==> src/rtl/fetch_controller.sv <==
// Instruction fetch sequencer: PC, synchronous imem interface, and output FIFO with a valid/ready handshake.
// Define FETCH_ZERO_HALT_EN to make a fetched all-zero word halt the fetcher.
module fetch_controller #(
  parameter logic [31:0] RESET_PC   = 32'h0000_0004,
  parameter int          FIFO_DEPTH = 2
) (
  input  logic        clk,
  input  logic        rst_n,
  input  logic        start,
  output logic [31:0] imem_addr,
  input  logic [31:0] imem_word,
  input  logic        redirect_valid,
  input  logic [31:0] redirect_pc,
  output logic        fetch_valid,
  input  logic        fetch_ready,
  output logic [31:0] fetch_instr,
  output logic [31:0] fetch_pc,
  output logic        busy,
  output logic        halted
);

  // state   | meaning
  // S_IDLE  | waiting for start after reset
  // S_FETCH | issuing fetches and filling the FIFO
  // S_HALTED| zero word seen; FIFO drains, no issue, waits for start
  typedef enum logic [1:0] {S_IDLE, S_FETCH, S_HALTED} state_t;

  localparam int PW = $clog2(FIFO_DEPTH);
  localparam int CW = PW + 1;
  localparam logic [CW:0] DEPTH_C = (CW+1)'(FIFO_DEPTH);

  state_t      state_q, state_d;
  logic [31:0] pc_q;
  logic        inflight_q;
  logic [31:0] inflight_pc_q;
  logic [31:0] instr_mem [FIFO_DEPTH];
  logic [31:0] pc_mem    [FIFO_DEPTH];
  logic [PW-1:0] wr_ptr_q, rd_ptr_q;
  logic [CW-1:0] count_q;

  logic        fetching, redirect, restart, flush;
  logic        pop, capture, push, issue, halt_hit;
  logic [CW:0] used;
  logic        unused_redirect_lsbs;

  assign unused_redirect_lsbs = ^redirect_pc[1:0];

  assign fetching = (state_q == S_FETCH);
  assign redirect = fetching && redirect_valid;
  assign restart  = start && ((state_q == S_IDLE) || (state_q == S_HALTED));
  assign flush    = redirect || restart;

  assign fetch_valid = (count_q != '0);
  assign fetch_instr = instr_mem[rd_ptr_q];
  assign fetch_pc    = pc_mem[rd_ptr_q];
  assign imem_addr   = pc_q;
  assign busy        = fetching;

  // A redirect kills the word returning this cycle; it belongs to the wrong path.
  assign capture = inflight_q && !redirect;

`ifdef FETCH_ZERO_HALT_EN
  assign halt_hit = capture && (imem_word == 32'h0000_0000);
  assign halted   = (state_q == S_HALTED);
`else
  assign halt_hit = 1'b0;
  assign halted   = 1'b0;
`endif

  assign push = capture && !halt_hit;
  assign pop  = fetch_valid && fetch_ready && !flush;

  // Credits: buffered entries plus the one in flight, less the entry leaving now.
  always_comb begin
    used  = {1'b0, count_q} + {{CW{1'b0}}, inflight_q} - {{CW{1'b0}}, pop};
    issue = fetching && !redirect_valid && !halt_hit && (used < DEPTH_C);
  end

  always_comb begin
    state_d = state_q;
    case (state_q)
      S_IDLE:   if (start) state_d = S_FETCH;
      S_FETCH:  if (halt_hit) state_d = S_HALTED;
      S_HALTED: if (start) state_d = S_FETCH;
      default:  state_d = S_IDLE;
    endcase
  end

  always_ff @(posedge clk or negedge rst_n) begin
    if (!rst_n) begin
      state_q       <= S_IDLE;
      pc_q          <= RESET_PC;
      inflight_q    <= 1'b0;
      inflight_pc_q <= '0;
    end else begin
      state_q    <= state_d;
      inflight_q <= issue;
      if (issue) inflight_pc_q <= pc_q;
      if (restart)
        pc_q <= RESET_PC;
      else if (redirect)
        pc_q <= {redirect_pc[31:2], 2'b00};
      else if (issue)
        pc_q <= pc_q + 32'd4;
    end
  end

  always_ff @(posedge clk or negedge rst_n) begin
    if (!rst_n) begin
      wr_ptr_q <= '0;
      rd_ptr_q <= '0;
      count_q  <= '0;
      for (int i = 0; i < FIFO_DEPTH; i++) begin
        instr_mem[i] <= '0;
        pc_mem[i]    <= '0;
      end
    end else if (flush) begin
      wr_ptr_q <= '0;
      rd_ptr_q <= '0;
      count_q  <= '0;
    end else begin
      if (push) begin
        instr_mem[wr_ptr_q] <= imem_word;
        pc_mem[wr_ptr_q]    <= inflight_pc_q;
        wr_ptr_q            <= wr_ptr_q + PW'(1);
      end
      if (pop) rd_ptr_q <= rd_ptr_q + PW'(1);
      count_q <= count_q + CW'(push) - CW'(pop);
    end
  end

endmodule

==> config.mk <==
export PLATFORM = sky130hd
export DESIGN_NAME = fetch_controller
export DESIGN_NICKNAME = d
export VERILOG_FILES = /design/src/rtl/fetch_controller.sv
export SDC_FILE = /design/constraint.sdc
export NUM_CORES = 1
export LEC_CHECK = 0
export ABC_AREA = 1
export CORE_ASPECT_RATIO = 0.8
export CORE_UTILIZATION = 57
export DETAILED_ROUTE_END_ITERATION = 10
export PLACE_DENSITY_LB_ADDON = 0.25
export REMOVE_ABC_BUFFERS = 1
export SLEW_MARGIN = 10
export SYNTH_ARGS = -nofsm -noshare
export SYNTH_HDL_FRONTEND = slang
export SYNTH_SLANG_ARGS = --single-unit
==> constraint.sdc <==
create_clock -name clk -period 8.26 [get_ports clk]
set_input_delay 0.826 -clock clk [delete_from_list [all_inputs] [get_ports clk]]
set_output_delay 0.826 -clock clk [all_outputs]
set_load 0.005 [all_outputs]
Word-level counts from Yosys, hierarchy flattened

Index checks and enable logic that the tools add are counted.

$add $sub $neg: 7
Magnitude comparators: 4
Eq/ne operators: 3
Multiplexer cells: 20
Bitwise gates (word level): 4
Reductions and logical operators: 21

Operator list:

| operator                                                               | number |
|---|---|
| 32-bit two-way mux                                                     | 10 |
| 64-bit bitwise mux                                                     | 2 |
| 32-bit by 3-bit adder with 32-bit output (second input constant)       | 1 |
| 32-bit demux with 1-bit select                                         | 1 |
| 1-bit logical AND                                                      | 8 |
| 2-bit nonzero test                                                     | 3 |
| 2-bit greater-or-equal comparator (second input constant)              | 2 |
| 1-bit two-way mux                                                      | 4 |
| 2-bit two-way mux                                                      | 2 |
| 1-bit inverter with 2-bit output                                       | 2 |
| 2-bit case mux with 2 select lines                                     | 1 |
| 2-bit AND reduction                                                    | 2 |
| 2-bit by 1-bit adder with 3-bit output                                 | 1 |
| 1-bit logical NOT                                                      | 3 |
| 3-bit by 2-bit < comparator with 1-bit output (second input constant)  | 1 |
| 3-bit nonzero test                                                     | 1 |
| 3-bit by 1-bit subtractor with 3-bit output                            | 1 |
| 1-bit adder (second input constant)                                    | 2 |
| 2-bit by 1-bit adder with 2-bit output                                 | 1 |
| 2-bit by 1-bit equality test with 1-bit output (second input constant) | 1 |
| 2-bit equality test (second input constant)                            | 1 |
| 2-bit logical NOT                                                      | 1 |
| 1-bit logical OR                                                       | 2 |
| 2-bit by 1-bit < comparator with 1-bit output (second input constant)  | 1 |
| other kinds (4)                                                        | 5 |

Register bits: 199
Bits of input ports: 69
Output and inout bits: 99
Logic and storage cells: 70

Depth between registers and ports, before layout

Depth after elaboration: 12
Gate-level depth with buffers: 18
Depth with buffers taken out: 17

Worst setup path before layout

No wires, ideal clock.

Path kind: input to register
Start point: in redirect_valid
End point: reg pc_q[18] (netlist: imem_addr[18])
Library setup time: 0.083 ns
Arrival: 3.032 ns
Data required time: 8.177 ns
Path slack: 5.146 ns
Stages on the path: 18
Path buffers: 1
Cell sequence: nand2_2 -> inv_2 -> nor2_4 -> inv_1 -> nor2_1 -> ha_1 -> inv_1 -> nand2_1 -> fa_1 -> nand2_1 -> nor2_1 -> nand2_1 -> nand2_2 -> nand2_2 -> buf_4 -> nor2_1 -> nand2_1 -> o21ai_0

Longest elaborated chain between the ends: 8
Elaborated cells on any way between the ends: 12

RTL lines:

| what                                          | line | text |
|---|---|---|
| from (decl)                                   | 12   | `input logic redirect_valid,` |
| 1-bit logical AND                             | 49   | `assign redirect = fetching && redirect_valid;` |
| 1-bit logical OR                              | 51   | `assign flush = redirect \|\| restart;` |
| 1-bit logical NOT                             | 71   | `assign pop = fetch_valid && fetch_ready && !flush;` |
| 1-bit logical AND                             | 71   |  |
| 3-bit by 1-bit subtractor with 3-bit output   | 75   | `used = {1'b0, count_q} + {{CW{1'b0}}, inflight_q} - {{CW{1'b0}}, pop};` |
| 3-bit by 2-bit < comparator with 1-bit output | 76   | `issue = fetching && !redirect_valid && !halt_hit && (used < DEPTH_C);` |
| 1-bit logical AND                             | 76   |  |
| 3-bit nonzero test (no source line)           | n/a  |  |
| to (signal assigned)                          | 102  | `pc_q <= {redirect_pc[31:2], 2'b00};` |
| to (signal assigned)                          | 104  | `pc_q <= pc_q + 32'd4;` |
| to (decl)                                     | 33   | `logic [31:0] pc_q;` |

Several ways; a longest one is shown, not always the timed one.
A chain may end at the register's enable or synchronous reset.

Worst setup path after layout

Start point: in redirect_valid
End point: reg pc_q[19] (netlist: imem_addr[19])

The elaborated chain is that of the path after synthesis.

==> run metrics <==
outcome finished, final reports clean; P_sw 1.54 mW; crit end category flip-flop; fmax approximately 210 MHz; Antenna Nets Post-Route 0; I/O pins approximately 170; Layout Cells excl Fill around 1400; count of different cell masters after synthesis 33; GR Overflow Total 0; post-route setup TNS 0 ns; FF/Latch Area ~0.0048 sq mm; Seq/Total Area, Yosys between 50% and 60%; Avg Inst Size Synth 8.71 sq um; DP HPWL about 14 mm; post-route minimum period around 4.7 ns; most frequent cell after synthesis nand2_1; Final setup viols 0; Mapped Cells between 1000 and 1500; worst clock skew a little under 0.006 ns; hold_buf cts 0; DP Area roughly 0.011 sq mm; critical path's top delay family simple AND/OR/NAND/NOR gates; Max Slew Vio Count 0; synth warn 0; maxcap violations 0; DR iter-0 viols ~500; Peak VDD IR roughly 0.19 mV; post-synthesis register bit count between 150 and 200; Leak between 5 and 6 nW; die footprint 0.0167 sq mm; crit path DAT ~5 ns; largest net degree at the start of global routing about 120; CTS Buffer Depth 2; layout cells sized above 1 9.35%; post-route cell area around 0.011 sq mm; clock tree root buffer cell clkbuf_16; Cells after DPL between 1000 and 1500; post_cts resized 0; switching portion of total power a little over a third; Final Hold Vio Count 0; DIE WIDTH roughly 140 um; CP Max Fanout 51; fraction of power consumed by combinational cells between 40% and 50%; WP data required between 8 and 9 ns; DR vias/cell roughly 5.2; Post-route DRC 0; Final Cycle Share a little under three fifths; post-synth top area cell dfrtp_1; startpoint types input port; vias in the first global route a little over 7000; most used cell, CP nand2_1; max incr delay on CP 0.77 ns; Crit Path Category in2reg; nets ~1300; Post-synth top cells nand2_1 (293), dfrtp_1 (189), o21ai_0 (176); area of the multi-input gates about 0.0038 sq mm; power per cell area 377 mW/mm^2; share of the synthesized area in the top cell type around 50%; slowest library cell on the worst path nand2_2; Rel. slew slack 30.1%; later-pin clock latency in the skew report 0.43 ns; Worst Hold Class reg2reg; Initial Util between 50% and 60%; PortBufs 160; fillcell total approximately 1200; CTS Sinks 190; drt wl/cell 15.1 um; Synth area leaders dfrtp_1 (51%), nand2_1 (12%), o21ai_0 (9.5%); DR pass1 iterations 7; CORE AREA about 0.016 sq mm; clock network fraction of total power 19.5%; Least-Margin Pin Slew 1.04 ns; H-tree levels 4; placement row count 41; Die H approximately 120 um; final estimated routing congestion in global placement 0.855; CP bufs+invs 4; CTS buffer count 17; CP Cell Sequence clkdlybuf4s50_1, nand2_2, inv_2, nor2_4, inv_1, nor2_1, ha_1, inv_1, nand2_1, fa_1, nand2_1, nor2_1, nand2_1, nand2_2, nand2_2, nor2_1, nand2_1, nand2_1; initial antenna violation count 0; Seq pwr share 39.0%; DR vias 7454; Mapped Area 0.00923 sq mm; # Post-CTS Setup Buffers 0; top_reg_cell synth dfrtp_1; Area Overhead vs Synth 24.5%; ys async rst share 100%; EDFF count, synth 0; RSZ-0062 raised after global routing false; Tot GR Track Use a little over a quarter; clock slew at reported path FFs roughly 0.070 ns; drt total wl about 21 mm; first-pass GRT wire length ~35 mm; CTS tree done; internal power approximately 2.8 mW; n_diodes 0
[worst register-to-register path, cell delays in order (launching register included)]
cell     delay (ns)
dfrtp_1        0.44
nand2_2        0.78
inv_2          0.26
nor2_4         0.28
inv_1          0.12
nor2_1         0.16
ha_1           0.25
inv_1          0.05
nand2_1        0.05
fa_1           0.48
nand2_1        0.05
nor2_1         0.08
nand2_1        0.08
nand2_2        0.31
nand2_2        0.45
nor2_1         0.28
nand2_1        0.10
nand2_1        0.06
[flip-flops by register name, indices dropped and copies added, names as in the netlist]
| signal | count |
|---|---|
| count_q | 2 |
| rd_ptr_q | 1 |
| inflight_pc_q | 30 |
| imem_addr | 30 |
| instr_mem | 64 |
| pc_mem | 60 |
| inflight_q | 1 |
| state_q | 1 |
| wr_ptr_q | 1 |
[kinds of logic (layout without fill, tap and decap cells)]
family / after synthesis / in the layout / share of synthesized area, %
AOI/OAI and AO/OA: 193 / 193 / 10.6
xor gates and xnor gates: 9 / 9 / 0.854
adders and majority gates: 5 / 5 / 0.759
buffers and inverters: 164 / 309 / 7.65
DFF: 190 / 190 / 51.5
muxes: 61 / 61 / 9.71
other: 1 / 5 / 0.0406
and+or+nand+nor: 437 / 437 / 18.9
[metal layers]
layer	up-vias	GRT usage (%)	share of wire, %
met1	3531	36.9	45
met2	266	43.1	46
met5	-	0	0
met4	0	9.96	1.4
met3	26	6.65	7.1
li1	3631	-	-
[area by class of cell]
class | count | share of cell area, %
tap | 215 | 2.34
clock buffer | 17 | 3.70
inverter | 111 | 3.63
sequential | 190 | 41.4
timing repair buffer | 166 | 14.4
clock inverter | 15 | 1.61
multi-input combinational | 710 | 32.9
[placed cells by master (no fill, tap or decap), types with 4 or more instances in the layout]
cell / n
clkbuf_16: 17
mux2_4: 56
xor2_1: 8
o21ai_0: 176
mux2_2: 4
nand3_1: 36
inv_1: 110
buf_4: 6
o21ai_1: 9
clkdlybuf4s50_1: 159
ha_1: 4
conb_1: 5
nor2_1: 95
nand2_1: 293
dfrtp_1: 188
[stage by stage]
step | total power, mW | util [%] | hold slack, ns | setup WS, ns
floorplan | 2.59 | - | 0.453 | 3.60
global placement | 3.41 | 68.9 | 0.465 | 3.22
detailed placement | 3.49 | 68.9 | 0.481 | 3.13
CTS | 4.36 | 72.7 | 0.485 | 3.59
global route | 4.67 | 72.7 | 0.516 | 3.13
finish | 4.33 | 72.7 | 0.482 | 3.52
[power groups by stage]
stage | logic, mW | registers [mW] | clock network, mW
global route | 2.02 | 1.75 | 0.904
detailed placement | 1.79 | 1.70 | 0
CTS | 1.81 | 1.69 | 0.864
floorplan | 0.954 | 1.64 | 0
finish | 1.80 | 1.69 | 0.847
global placement | 1.74 | 1.68 | 0
[path summary, 6_finish.rpt]
path                                              start                   endpoint  slack, ns  cells past startpoint
setup reg to reg                 state_q[0]$_DFFE_PN0P_  imem_addr[19]$_DFFE_PN0P_       3.92                     17
min in group asynchronous                         rst_n  instr_mem[46]$_DFFE_PN0P_       0.50                      1
hold reg to reg            inflight_pc_q[3]$_DFFE_PN0P_     pc_mem[35]$_DFFE_PN0P_       0.48                      2
setup / recovery                         redirect_valid  imem_addr[19]$_DFFE_PN0P_       3.52                     18
max in group asynchronous                         rst_n       rd_ptr_q$_DFFE_PN0P_       6.14                      2
hold / removal             inflight_pc_q[3]$_DFFE_PN0P_     pc_mem[35]$_DFFE_PN0P_       0.48                      2
(Power assumes the default switching activity.)
